`config.mk`:
```
export PLATFORM = sky130hd
export DESIGN_NAME = mv_host_sequencer
export DESIGN_NICKNAME = d
export VERILOG_FILES = /design/src/rtl/mvm_pkg.sv /design/src/rtl/y_half_drainer.sv /design/src/rtl/mv_host_sequencer.sv
export SDC_FILE = /design/constraint.sdc
export NUM_CORES = 1
export LEC_CHECK = 0
export CORE_AREA = 2 2 104 106
export CTS_CLUSTER_SIZE = 40
export DETAILED_ROUTE_END_ITERATION = 12
export DIE_AREA = 0 0 106 108
export PLACE_DENSITY = 0.78
export SLEW_MARGIN = 40
export SYNTH_ARGS = -nofsm -noshare
export SYNTH_HDL_FRONTEND = slang
export SYNTH_SLANG_ARGS = --single-unit
```
`constraint.sdc`:
```
create_clock -name clk -period 2.6 [get_ports clk]
set_input_delay 0.78 -clock clk [delete_from_list [all_inputs] [get_ports clk]]
set_output_delay 0.78 -clock clk [all_outputs]
set_load 0.01 [all_outputs]
```
`src/rtl/mvm_pkg.sv`:
```
// -----------------------------------------------------------------------------
// mvm_pkg
//   Shared types and constants for the matrix-vector host sequencer.
//   - seq_state_t   : pass-level FSM states of mv_host_sequencer
//   - drain_phase_t : per-word phases of y_half_drainer
//   - STAT_A/STAT_B : bit positions of the done pulses in pl_status
//   - half_b_base() : byte address of the first word of y half B
// -----------------------------------------------------------------------------
package mvm_pkg;

    typedef enum logic [2:0] {
        IDLE,
        WAIT_A,
        DRAIN,
        WAIT_B,
        FINISH
    } seq_state_t;

    typedef enum logic [1:0] {
        RD,
        CAP,
        OUT
    } drain_phase_t;

    localparam int STAT_A = 0;
    localparam int STAT_B = 1;

    localparam logic HALF_A = 1'b0;
    localparam logic HALF_B = 1'b1;

    localparam int LENGTH_M_DEFAULT    = 512;
    localparam int ADDR_Y_SIZE_DEFAULT = 12;

    // Half B starts M/2 words in, i.e. at byte (M/2)*4 = M*2.
    function automatic int half_b_base(input int length_m);
        return length_m * 2;
    endfunction

endpackage

```
`src/rtl/y_half_drainer.sv`:
```
// -----------------------------------------------------------------------------
// y_half_drainer
//   Streams one y half (M/2 words) out of BRAM port B onto AXI4-Stream and
//   zeroes every word as it is handed off, so the accelerator can accumulate
//   into a clean half next time.
// Ports:
//   clk, reset          clock / synchronous active-high reset
//   go                  1-cycle request to drain the half chosen by half_sel
//   half_sel            HALF_A or HALF_B (sampled with go)
//   finished            1-cycle pulse on the handshake of the half's last word
//   bram_*_y_b          BRAM port B (byte address, 1-cycle read latency)
//   m_axis_*            AXI4-Stream master carrying the drained words
// -----------------------------------------------------------------------------
module y_half_drainer
    import mvm_pkg::*;
#(
    parameter int addr_y_size = ADDR_Y_SIZE_DEFAULT,
    parameter int length_M    = LENGTH_M_DEFAULT
) (
    input  logic                   clk,
    input  logic                   reset,
    input  logic                   go,
    input  logic                   half_sel,
    output logic                   finished,
    output logic [addr_y_size-1:0] bram_addr_y_b,
    input  logic [31:0]            bram_rddata_y_b,
    output logic [31:0]            bram_wrdata_y_b,
    output logic [3:0]             bram_we_y_b,
    output logic [31:0]            m_axis_tdata,
    output logic                   m_axis_tvalid,
    input  logic                   m_axis_tready,
    output logic                   m_axis_tlast
);

    localparam logic [addr_y_size-1:0] BASE_A = '0;
    localparam logic [addr_y_size-1:0] LAST_A = addr_y_size'((length_M / 2 - 1) * 4);
    localparam logic [addr_y_size-1:0] BASE_B = addr_y_size'(half_b_base(length_M));
    localparam logic [addr_y_size-1:0] LAST_B = addr_y_size'((length_M - 1) * 4);
    localparam logic [addr_y_size-1:0] STEP   = addr_y_size'(4);

    drain_phase_t           phase;
    logic                   active;
    logic                   half_b;
    logic [addr_y_size-1:0] addr;
    logic [31:0]            tdata_q;
    logic                   tvalid_q;

    logic [addr_y_size-1:0] last_addr;
    logic                   at_last;
    logic                   handshake;

    assign last_addr = half_b ? LAST_B : LAST_A;
    assign at_last   = (addr == last_addr);
    assign handshake = active && (phase == OUT) && tvalid_q && m_axis_tready;

    // NOTE: the clearing write must land in the handshake cycle itself, at the
    // address whose word is leaving, so the strobe is combinational off the
    // handshake rather than registered (a register would write one cycle late,
    // after addr has already advanced). Reset masks it so an abort never
    // clears a word that was not delivered.
    assign bram_we_y_b     = (handshake && !reset) ? 4'hf : 4'h0;
    assign bram_wrdata_y_b = 32'h0;
    assign bram_addr_y_b   = addr;
    assign finished        = handshake && at_last && !reset;

    assign m_axis_tdata  = tdata_q;
    assign m_axis_tvalid = tvalid_q;
    assign m_axis_tlast  = tvalid_q && at_last;

    // NOTE: every register here uses non-blocking assignment so all of them
    // update together at the edge; blocking assignment would let later
    // statements see half-updated state and break the phase sequencing.
    always_ff @(posedge clk) begin
        if (reset) begin
            phase    <= RD;
            active   <= 1'b0;
            half_b   <= HALF_A;
            addr     <= '0;
            tdata_q  <= '0;
            tvalid_q <= 1'b0;
        end else if (go) begin
            phase    <= RD;
            active   <= 1'b1;
            half_b   <= half_sel;
            addr     <= (half_sel == HALF_B) ? BASE_B : BASE_A;
            tvalid_q <= 1'b0;
        end else if (active) begin
            unique case (phase)
                // Address is already on the port; data appears next cycle.
                RD: phase <= CAP;
                CAP: begin
                    tdata_q  <= bram_rddata_y_b;
                    tvalid_q <= 1'b1;
                    phase    <= OUT;
                end
                // tdata/tvalid hold until the consumer takes the word.
                OUT: begin
                    if (m_axis_tready) begin
                        tvalid_q <= 1'b0;
                        phase    <= RD;
                        if (at_last) begin
                            active <= 1'b0;
                        end else begin
                            addr <= addr + STEP;
                        end
                    end
                end
                default: phase <= RD;
            endcase
        end
    end

endmodule

```
`src/rtl/mv_host_sequencer.sv`:
```
// -----------------------------------------------------------------------------
// mv_host_sequencer
//   Host-side sequencer for the double-buffered matrix-vector accelerator.
//   Kicks half A / half B computations through ps_control, catches the done
//   pulses on pl_status in sticky flags, drains each finished y half through
//   y_half_drainer, and repeats the A/B pair num_passes times per job.
// Ports:
//   clk, reset          clock / synchronous active-high reset
//   start, num_passes   job request (ignored while busy) and A+B pass count
//   busy, done          job in progress / 1-cycle end-of-job pulse
//   ps_control          bit0 kick half A, bit1 kick half B (registered levels)
//   pl_status           bit0 done-A pulse, bit1 done-B pulse
//   bram_*_y_b          y BRAM port B (drain + zero-on-read)
//   m_axis_*            AXI4-Stream of drained y words, tlast per half
// -----------------------------------------------------------------------------
module mv_host_sequencer
    import mvm_pkg::*;
#(
    parameter int addr_y_size = ADDR_Y_SIZE_DEFAULT,
    parameter int length_M    = LENGTH_M_DEFAULT
) (
    input  logic                   clk,
    input  logic                   reset,
    input  logic                   start,
    input  logic [15:0]            num_passes,
    output logic                   busy,
    output logic                   done,
    output logic [31:0]            ps_control,
    input  logic [31:0]            pl_status,
    output logic [addr_y_size-1:0] bram_addr_y_b,
    input  logic [31:0]            bram_rddata_y_b,
    output logic [31:0]            bram_wrdata_y_b,
    output logic [3:0]             bram_we_y_b,
    output logic [31:0]            m_axis_tdata,
    output logic                   m_axis_tvalid,
    input  logic                   m_axis_tready,
    output logic                   m_axis_tlast
);

    seq_state_t  state;
    logic [15:0] cnt;
    logic        seen_a;
    logic        seen_b;
    logic [1:0]  kick;
    logic        drain_go;
    logic        drain_half;
    logic        drain_finished;

    // Only the two done pulses are meaningful; the rest of the word is
    // reserved by the accelerator.
    logic unused_status_bits;
    assign unused_status_bits = ^pl_status[31:2];

    assign ps_control = {30'b0, kick};

    always_ff @(posedge clk) begin
        if (reset) begin
            state      <= IDLE;
            cnt        <= '0;
            seen_a     <= 1'b0;
            seen_b     <= 1'b0;
            kick       <= 2'b00;
            busy       <= 1'b0;
            done       <= 1'b0;
            drain_go   <= 1'b0;
            drain_half <= HALF_A;
        end else begin
            done     <= 1'b0;
            drain_go <= 1'b0;

            unique case (state)
                IDLE: begin
                    if (start) begin
                        if (num_passes == 16'd0) begin
                            done <= 1'b1;
                        end else begin
                            cnt          <= num_passes;
                            kick[STAT_A] <= 1'b1;
                            busy         <= 1'b1;
                            state        <= WAIT_A;
                        end
                    end
                end
                // Kicking B here lets the accelerator compute B while A drains.
                WAIT_A: begin
                    if (seen_a) begin
                        seen_a       <= 1'b0;
                        kick[STAT_A] <= 1'b0;
                        kick[STAT_B] <= 1'b1;
                        drain_go     <= 1'b1;
                        drain_half   <= HALF_A;
                        state        <= DRAIN;
                    end
                end
                DRAIN: begin
                    if (drain_finished) begin
                        if (drain_half == HALF_A) begin
                            state <= WAIT_B;
                        end else if (cnt != 16'd0) begin
                            state <= WAIT_A;
                        end else begin
                            done  <= 1'b1;
                            busy  <= 1'b0;
                            state <= FINISH;
                        end
                    end
                end
                // A is already drained, so the next A kick is safe to raise
                // while B drains.
                WAIT_B: begin
                    if (seen_b) begin
                        seen_b       <= 1'b0;
                        kick[STAT_B] <= 1'b0;
                        cnt          <= cnt - 16'd1;
                        if (cnt != 16'd1) begin
                            kick[STAT_A] <= 1'b1;
                        end
                        drain_go     <= 1'b1;
                        drain_half   <= HALF_B;
                        state        <= DRAIN;
                    end
                end
                FINISH: state <= IDLE;
                default: state <= IDLE;
            endcase

            // Placed after the case so a pulse arriving in the clearing cycle
            // wins over the clear.
            if (pl_status[STAT_A]) seen_a <= 1'b1;
            if (pl_status[STAT_B]) seen_b <= 1'b1;
        end
    end

    y_half_drainer #(
        .addr_y_size(addr_y_size),
        .length_M   (length_M)
    ) u_drainer (
        .clk            (clk),
        .reset          (reset),
        .go             (drain_go),
        .half_sel       (drain_half),
        .finished       (drain_finished),
        .bram_addr_y_b  (bram_addr_y_b),
        .bram_rddata_y_b(bram_rddata_y_b),
        .bram_wrdata_y_b(bram_wrdata_y_b),
        .bram_we_y_b    (bram_we_y_b),
        .m_axis_tdata   (m_axis_tdata),
        .m_axis_tvalid  (m_axis_tvalid),
        .m_axis_tready  (m_axis_tready),
        .m_axis_tlast   (m_axis_tlast)
    );

endmodule

```
; ---- Word level (Yosys, flattened, before mapping)
; Index checks and enable logic that the tools add are counted.
[word_totals]
reg_bits = 76
inputBits = 84
out_inout_bits = 116
[classes]
add_sub_neg = 2
n_eq_ne = 17
muxes = 56
bitwise = 1
reduce_logical = 32
[op_table]
columns = operator, n
row1 = two-way mux 12 bit, 5
row2 = two-way mux 16 bit, 3
row3 = case mux 16 bit (2 select lines), 1
row4 = two-way mux 1 bit, 25
row5 = two-way mux 11 bit, 2
row6 = two-way mux 3 bit, 7
row7 = "!= test 2 bit, second input constant", 10
row8 = nonzero test 2 bit, 9
row9 = zero test 16 bit, 1
row10 = "!= test 16 x 1 -> 1 bit, second input constant", 1
row11 = nonzero test 16 bit, 1
row12 = "subtractor 16 x 1 -> 16 bit, second input constant", 1
row13 = "adder 12 x 3 -> 12 bit, second input constant", 1
row14 = == test 12 bit, 1
row15 = case mux 1 bit (2 select lines), 6
row16 = case mux 3 bit (4 select lines), 1
row17 = AND reduction 6 bit, 2
row18 = AND reduction 3 bit, 3
row19 = AND reduction 4 bit, 2
row20 = logical AND 1 bit, 7
row21 = "== test 3 x 2 -> 1 bit, second input constant", 2
row22 = two-way mux 2 bit, 3
row23 = case mux 2 bit (3 select lines), 1
row24 = AND reduction 5 bit, 1
row25 = other kinds (12), 12

; ---- Longest topological paths before layout
; Gate-level depths: netlist of run 1.
[depth]
word_depth = 8
mapped_depth = 7

; ---- Cells and area by module
; From an unflattened synthesis of run 1, not the netlist that was laid out.
[hier_totals]
cells_unflattened = 509
hier_area_um2 = 4040.1
[modules_own_cells]
columns = mod, n_inst, cells_per_inst, area_per_inst_um2
row1 = y_half_drainer, 1, 268, 2139.6
row2 = mv_host_sequencer, 1, 241, 1900.6

; ---- Worst setup path before layout of run 1
; OpenSTA, ideal clock, no wires.
[synth_timing]
kind = input port to output port
from = in m_axis_tready
to = out bram_we_y_b[1]
arrival_ns = 1.597
required_ns = 1.820
setup_slack_ns = 0.223
cell_stages = 4
path_buffers = 2
path_cell_list = nand4b_1 > buf_2 > nor3b_2 > buf_4
[synth_between]
elab_chain_len = 3
[synth_rtl]
columns = element, line
row1 = "start, declared", mv_host_sequencer.sv:36  ; input logic m_axis_tready,
row2 = logical AND 1 bit, y_half_drainer.sv:54  ; assign handshake = active && (phase == OUT) && tvalid_q && m_axis_tready;
row3 = logical AND 1 bit, y_half_drainer.sv:61  ; assign bram_we_y_b = (handshake && !reset) ? 4'hf : 4'h0;
row4 = two-way mux 4 bit, y_half_drainer.sv:61
row5 = "end, declared", mv_host_sequencer.sv:33  ; output logic [3:0] bram_we_y_b,
; No other way between the ends.

; ---- Worst setup path in the final report of run 1
[layout_timing]
from = in m_axis_tready
to = out bram_we_y_b[2]
; The elaborated chain is that of the path after synthesis.

==> flow_summary.ini, run 1 <==
[pwr]
p_seq_share_pct = 48.6
switchingPower_uw = 815
p_total_uw = 2600
combPwrFrac_pct = 22.7
switching_share_pct = 31.3
power_frac_clock_pct = 28.8
cellLeakagePower_uw = 0.00188
peakVddDrop_mv = 0.231
p_per_area_nw_per_um2 = 510
intPower_uw = 1790

[worst_hold_path]
hold_path.startpoint = u_drainer.m_axis_tdata[2]$_SDFFE_PP0P_
hold_depth = 2
min_to = u_drainer.m_axis_tdata[2]$_SDFFE_PP0P_
holdCritPathClass = flip-flop to flip-flop

[synthesis]
async_flop_share_pct = 0
synthFlopType = dfxtp_1
synth-seq-cells = 74
syn_area_um2 = 3920
syn_avg_cell_area_um2 = 7.82
ys_types = 61
syn_inst = 501
synth_edf_count = 0
ys_seq_area_share_pct = 37.8
ys_warn_count = 0

[die]
die_area_um2 = 11400
io_pins = 200
fp.dieH_um = 108
die_x_um = 106
core-area_um2 = 10200
start_util_pct = 38.3
rows = 37

[sta]
max_freq_mhz = 401
finalClockSkew_ns = 0.0105
relSlewSlack_pct = 54.9
fin_crit_sh_pct = 95.9
fin_ws_ns = 0.107
setup_viol = 0
worstMarginPinSlew_ns = 0.673
period_minus_slack_ns = 2.49
grt_setup_unrepaired = no
slew_viol_final = 0
hold_viol = 0

[global_route]
antenna_found_initial = 0
groute.usage.overall_pct = 16.4
grt_max_degree = 66
grt_first_pass_wirelength_mm = 15.4
grt_overflow = 0
grt_pass1_vias = 3406

[worst_setup_path]
critPathKind = input port to primary output
cpPeakStageDelay_ns = 0.24
path_max_fanout = 5
cp.required_ns = 1.82
rrSetupSlack_ns = 0.61
r2r-end = cnt[8]$_SDFFE_PP0P_
r2r-start = state[0]$_SDFFE_PP0P_
slowest_stage = dlygate4sd2_1
start_kind = input port
reg2reg_depth = 4
arrival_ns = 1.71
crit_chain = dlygate4sd2_1 -> nand4b_1 -> nor3b_2 -> buf_4 -> clkdlybuf4s15_2
cp-end-kind = primary output

[layout]
fillerInstances = 994
area_growth_pct = 30.1
final_common_cell = clkdlybuf4s50_1
nets = 699
drive_above_1_share_pct = 10.2
multi_input_area_um2 = 2020
regArea_um2 = 1480
final_cell_count_no_fill = 752
antenna_cells = 0
final_cell_mix = clkdlybuf4s50_1, nand2_1, dfxtp_1, conb_1, a21oi_1

[clocking]
htree_levels = 3
cts_sinks = 74
clockRootBuffer = clkbuf_8
cts_tree = yes
cts_inserted_buffers = 9
clock_latency_ns = 0.34
clockBufferDepth = 2
path_clk_slew_ns = 0.07

[routing]
first_iter_violations = 262
drcViolationCount = 0
detail-route-antenna-nets = 0
drtPass1Iterations = 4
viasPerCell = 4.87
wirelength_mm = 9.54
vias = 3664
wl_per_cell_um = 12.7

[job]
drv_cap = 0

[place]
dp_cells = 737
gp_congestion = 0.817
dp_hpwl_mm = 7.00
portBuffers = 105
post-place-ws_ns = -0.478

[run_status]
status = finished clean
cells by family after synthesis:
group / share of synthesized area, %
AND/OR/NAND/NOR: 24.5
AO/OA/AOI/OAI: 17.6
buffers and inverters: 17.0
flip-flops: 37.8
XOR/XNOR: 1.79
adder cells (fa/ha/maj): 0.958
other: 0.0957
multiplexers: 0.255
registers in the layout, summed over array words and instances (netlist names), 2 cells and up:
signal and cells:
cnt 16, kick 2, u_drainer.phase 2, u_drainer.bram_addr_y_b 10, state 3, u_drainer.m_axis_tdata 32
layer usage:
metal	wire [um]	up-vias	GRT usage [%]
li1	-	1813	-
met1	4070	1681	19.5
met2	4720	152	29.6
met3	574	18	2.89
met4	172	0	6.30
met5	0	-	0
synth_stat cells (2+ instances only):
| cell | instances | area [um^2] |
|---|---|---|
| nand2_1 | 95 | 357 |
| dfxtp_1 | 74 | 1480 |
| buf_4 | 67 | 503 |
| a21oi_1 | 60 | 300 |
| nor2_1 | 36 | 135 |
| clkbuf_1 | 17 | 63.8 |
| nor3_1 | 12 | 60.1 |
| o21ai_1 | 12 | 60.1 |
| nor4_1 | 11 | 68.8 |
| a211oi_1 | 9 | 67.6 |
| nand4_1 | 8 | 50.1 |
| o21ai_0 | 8 | 40.0 |
| inv_1 | 7 | 26.3 |
| nand3_1 | 7 | 35.0 |
| xnor2_1 | 7 | 61.3 |
| buf_2 | 4 | 20.0 |
| nand2b_1 | 4 | 25.0 |
| o31ai_1 | 4 | 30.0 |
| ha_1 | 3 | 37.5 |
| nor3_2 | 3 | 30.0 |
| o41ai_1 | 3 | 26.3 |
| or3_1 | 3 | 18.8 |
| a21boi_0 | 2 | 15.0 |
| and2_1 | 2 | 12.5 |
| buf_6 | 2 | 22.5 |
| clkbuf_8 | 2 | 27.5 |
| nand4b_1 | 2 | 17.5 |
| nor2b_1 | 2 | 12.5 |
| nor4_2 | 2 | 25.0 |
| o32ai_1 | 2 | 17.5 |
power by group through the flow:
stage	sequential (uW)	clock, uW	combinational (uW)
floorplan	1260	0	460
global placement	1280	0	571
detailed placement	1290	0	583
CTS	1260	771	587
global route	1270	818	653
finish	1260	748	589
critical path: cells and delay by family:
kind	cells	cell delay, ns
buffers and inverters	3	0.61
AND/OR/NAND/NOR	2	0.32
stage by stage:
step,setup TNS [ns],hold WS (ns),cell area [um^2],util [%]
after global routing,0,0.482,5100,49.8
after CTS,0,0.458,5100,49.8
after floorplan,0,0.466,4160,-
after global placement,-2.59,0.442,4940,48.2
after detailed placement,-3.31,0.448,4940,48.3
final,0,0.455,5100,49.8
what timing repair did:
item / CTS / global route
hold buffers: 0 / 0
endpoints found under the setup margin: 5 / 0
gates resized for setup: 17 / 0
buffers inserted: 0 / 0
layout make-up:
| cell class | instances | share of cell area (%) |
|---|---|---|
| Multi-Input combinational cell | 390 | 39.5 |
| Clock inverter | 3 | 0.344 |
| Sequential cell | 74 | 29.1 |
| Tap cell | 136 | 3.34 |
| Timing Repair Buffer | 130 | 24.5 |
| Inverter | 7 | 0.515 |
| Clock buffer | 12 | 2.65 |
worst max-delay path by stage:
stage               cells past startpoint             end     startpoint
floorplan                               4  bram_we_y_b[1]  m_axis_tready
finish                                  5  bram_we_y_b[2]  m_axis_tready
global route                            5  bram_we_y_b[0]  m_axis_tready
CTS                                     5  bram_we_y_b[0]  m_axis_tready
detailed placement                      5  bram_we_y_b[0]  m_axis_tready
global placement                        5  bram_we_y_b[0]  m_axis_tready
Note: power is estimated with default switching activity, not from simulation.
==> run 2, diff against run 1 <==
Settings changed: CORE_AREA 2 2 104 106 to 2 2 102 104, CTS_CLUSTER_SIZE 40 to default, DIE_AREA 0 0 106 108 to 0 0 104 106, PLACE_DENSITY 0.78 to 0.81.
==> flow_summary.ini, run 2 (synthesis gave the netlist of run 1 again) <==
[global_route]
grt_overflow = 0
antenna_found_initial = 0
grt_pass1_vias = 3331
grt_max_degree = 66
grt_first_pass_wirelength_mm = 15.3
groute.usage.overall_pct = 16.6

[layout]
final_cell_mix = clkdlybuf4s50_1, nand2_1, dfxtp_1, conb_1, a21oi_1
fillerInstances = 974
fin_area_um2 = 5150
largest_reg_flops = 32
antenna_cells = 0
regArea_um2 = 1490
final_common_cell = clkdlybuf4s50_1
multi_input_area_um2 = 2020
drive_above_1_share_pct = 11.3
area_growth_pct = 31.4
nets = 701

[place]
portBuffers = 105
gp_congestion = 0.845
dp_hpwl_mm = 6.85
place_area_um2 = 4910

[worst_setup_path]
path_delay_family = buffers and inverters
slowest_stage = dlygate4sd2_1
cp.required_ns = 1.82
crit_chain = dlygate4sd2_1 -> nand4b_1 -> nor3b_2 -> buf_4 -> clkdlybuf4s15_2
cpPeakStageDelay_ns = 0.25
critPathKind = input port to primary output
path_max_fanout = 5
cp-end-kind = primary output
arrival_ns = 1.75
worst-path-buf-inv = 3
start_kind = input port

[sta]
setup_viol = 0
finalClockSkew_ns = 0.00656
relSlewSlack_pct = 54.5
slew_viol_final = 0
fin_tns_setup_ns = 0
max_freq_mhz = 395
worstMarginPinSlew_ns = 0.682
hold_viol = 0
period_minus_slack_ns = 2.53
grt_setup_unrepaired = no
fin_crit_sh_pct = 97.4
whs_ns = 0.454

[pwr]
p_total_uw = 2700
peakVddDrop_mv = 0.280
cellLeakagePower_uw = 0.00191
p_per_area_nw_per_um2 = 525

[clocking]
path_clk_slew_ns = 0.08
holdBufCountCts = 0
clock_latency_ns = 0.33
clockBufferDepth = 2
cts_inserted_buffers = 9
cts_tree = yes
cts_sinks = 74
clockRootBuffer = clkbuf_8
htree_levels = 3

[die]
start_util_pct = 39.2
io_pins = 200
core-area_um2 = 10000
fp.dieH_um = 106
die_area_um2 = 11000
rows = 37
die_x_um = 104

[routing]
first_iter_violations = 189
viasPerCell = 4.83
drtPass1Iterations = 5
wirelength_mm = 9.40
detail-route-antenna-nets = 0
wl_per_cell_um = 12.5
drcViolationCount = 0
vias = 3650

[job]
drv_cap = 0

[run_status]
status = finished clean

[worst_hold_path]
holdCritPathClass = flip-flop to flip-flop
==> run 2: worst reg2reg max path, cell delays in order (launching register included) <==
cell and delay, ns:
dfxtp_1 0.41, xor2_1 0.25, nor4_2 0.08, buf_4 0.14
buf_4 0.13, buf_4 0.12, buf_4 0.17, nor2_1 0.20
a211oi_1 0.11, a2111oi_0 0.35
==> run 2: layer usage <==
layer  track usage [%]  wire, um  vias up
met3              3.74       564       11
li1                  -         -     1817
met4              4.83        99        0
met5                 0         0        -
met1              20.3      4080     1681
met2              29.1      4650      141
==> run 2: report_power, final <==
part | switching [uW] | total (uW) | internal [uW]
Clock | 416 | 853 | 437
Sequential | 70.7 | 1260 | 1190
Combinational | 335 | 589 | 254
==> run 2: cell type report <==
cell class,count,area share (%)
sequential,74,28.9
multi-input combinational,390,39.2
inverter,7,0.510
timing repair buffer,132,24.6
clock inverter,6,1.12
tap,136,3.31
clock buffer,10,2.48
==> run 2: stage by stage <==
| step | instances | setup WS, ns | util (%) |
|---|---|---|---|
| after detailed placement | 733 | -0.491 | 49.1 |
| after global placement | 733 | -0.511 | 49.1 |
| final | 755 | 0.0667 | 51.5 |
| after global routing | 755 | 0.0240 | 51.5 |
| after CTS | 755 | 0.0922 | 51.5 |
| after floorplan | 564 | 0.223 | - |
==> run 2: path summary, 6_finish.rpt <==
path                                                  from                                  endpoint  slack [ns]  cells after the start
setup reg to reg  u_drainer.bram_addr_y_b[10]$_SDFFE_PP0P_  u_drainer.bram_addr_y_b[10]$_SDFFE_PP0P_        0.52                      9
setup / recovery                             m_axis_tready                            bram_we_y_b[3]        0.07                      5
hold / removal     u_drainer.m_axis_tdata[14]$_SDFFE_PP0P_   u_drainer.m_axis_tdata[14]$_SDFFE_PP0P_        0.45                      2
hold reg to reg    u_drainer.m_axis_tdata[14]$_SDFFE_PP0P_   u_drainer.m_axis_tdata[14]$_SDFFE_PP0P_        0.45                      2
==> run 2: what timing repair did <==
| action | CTS | global route |
|---|---|---|
| endpoints found under the setup margin | 5 | 0 |
| buffers inserted | 6 | 0 |
| resized for setup | 19 | 0 |
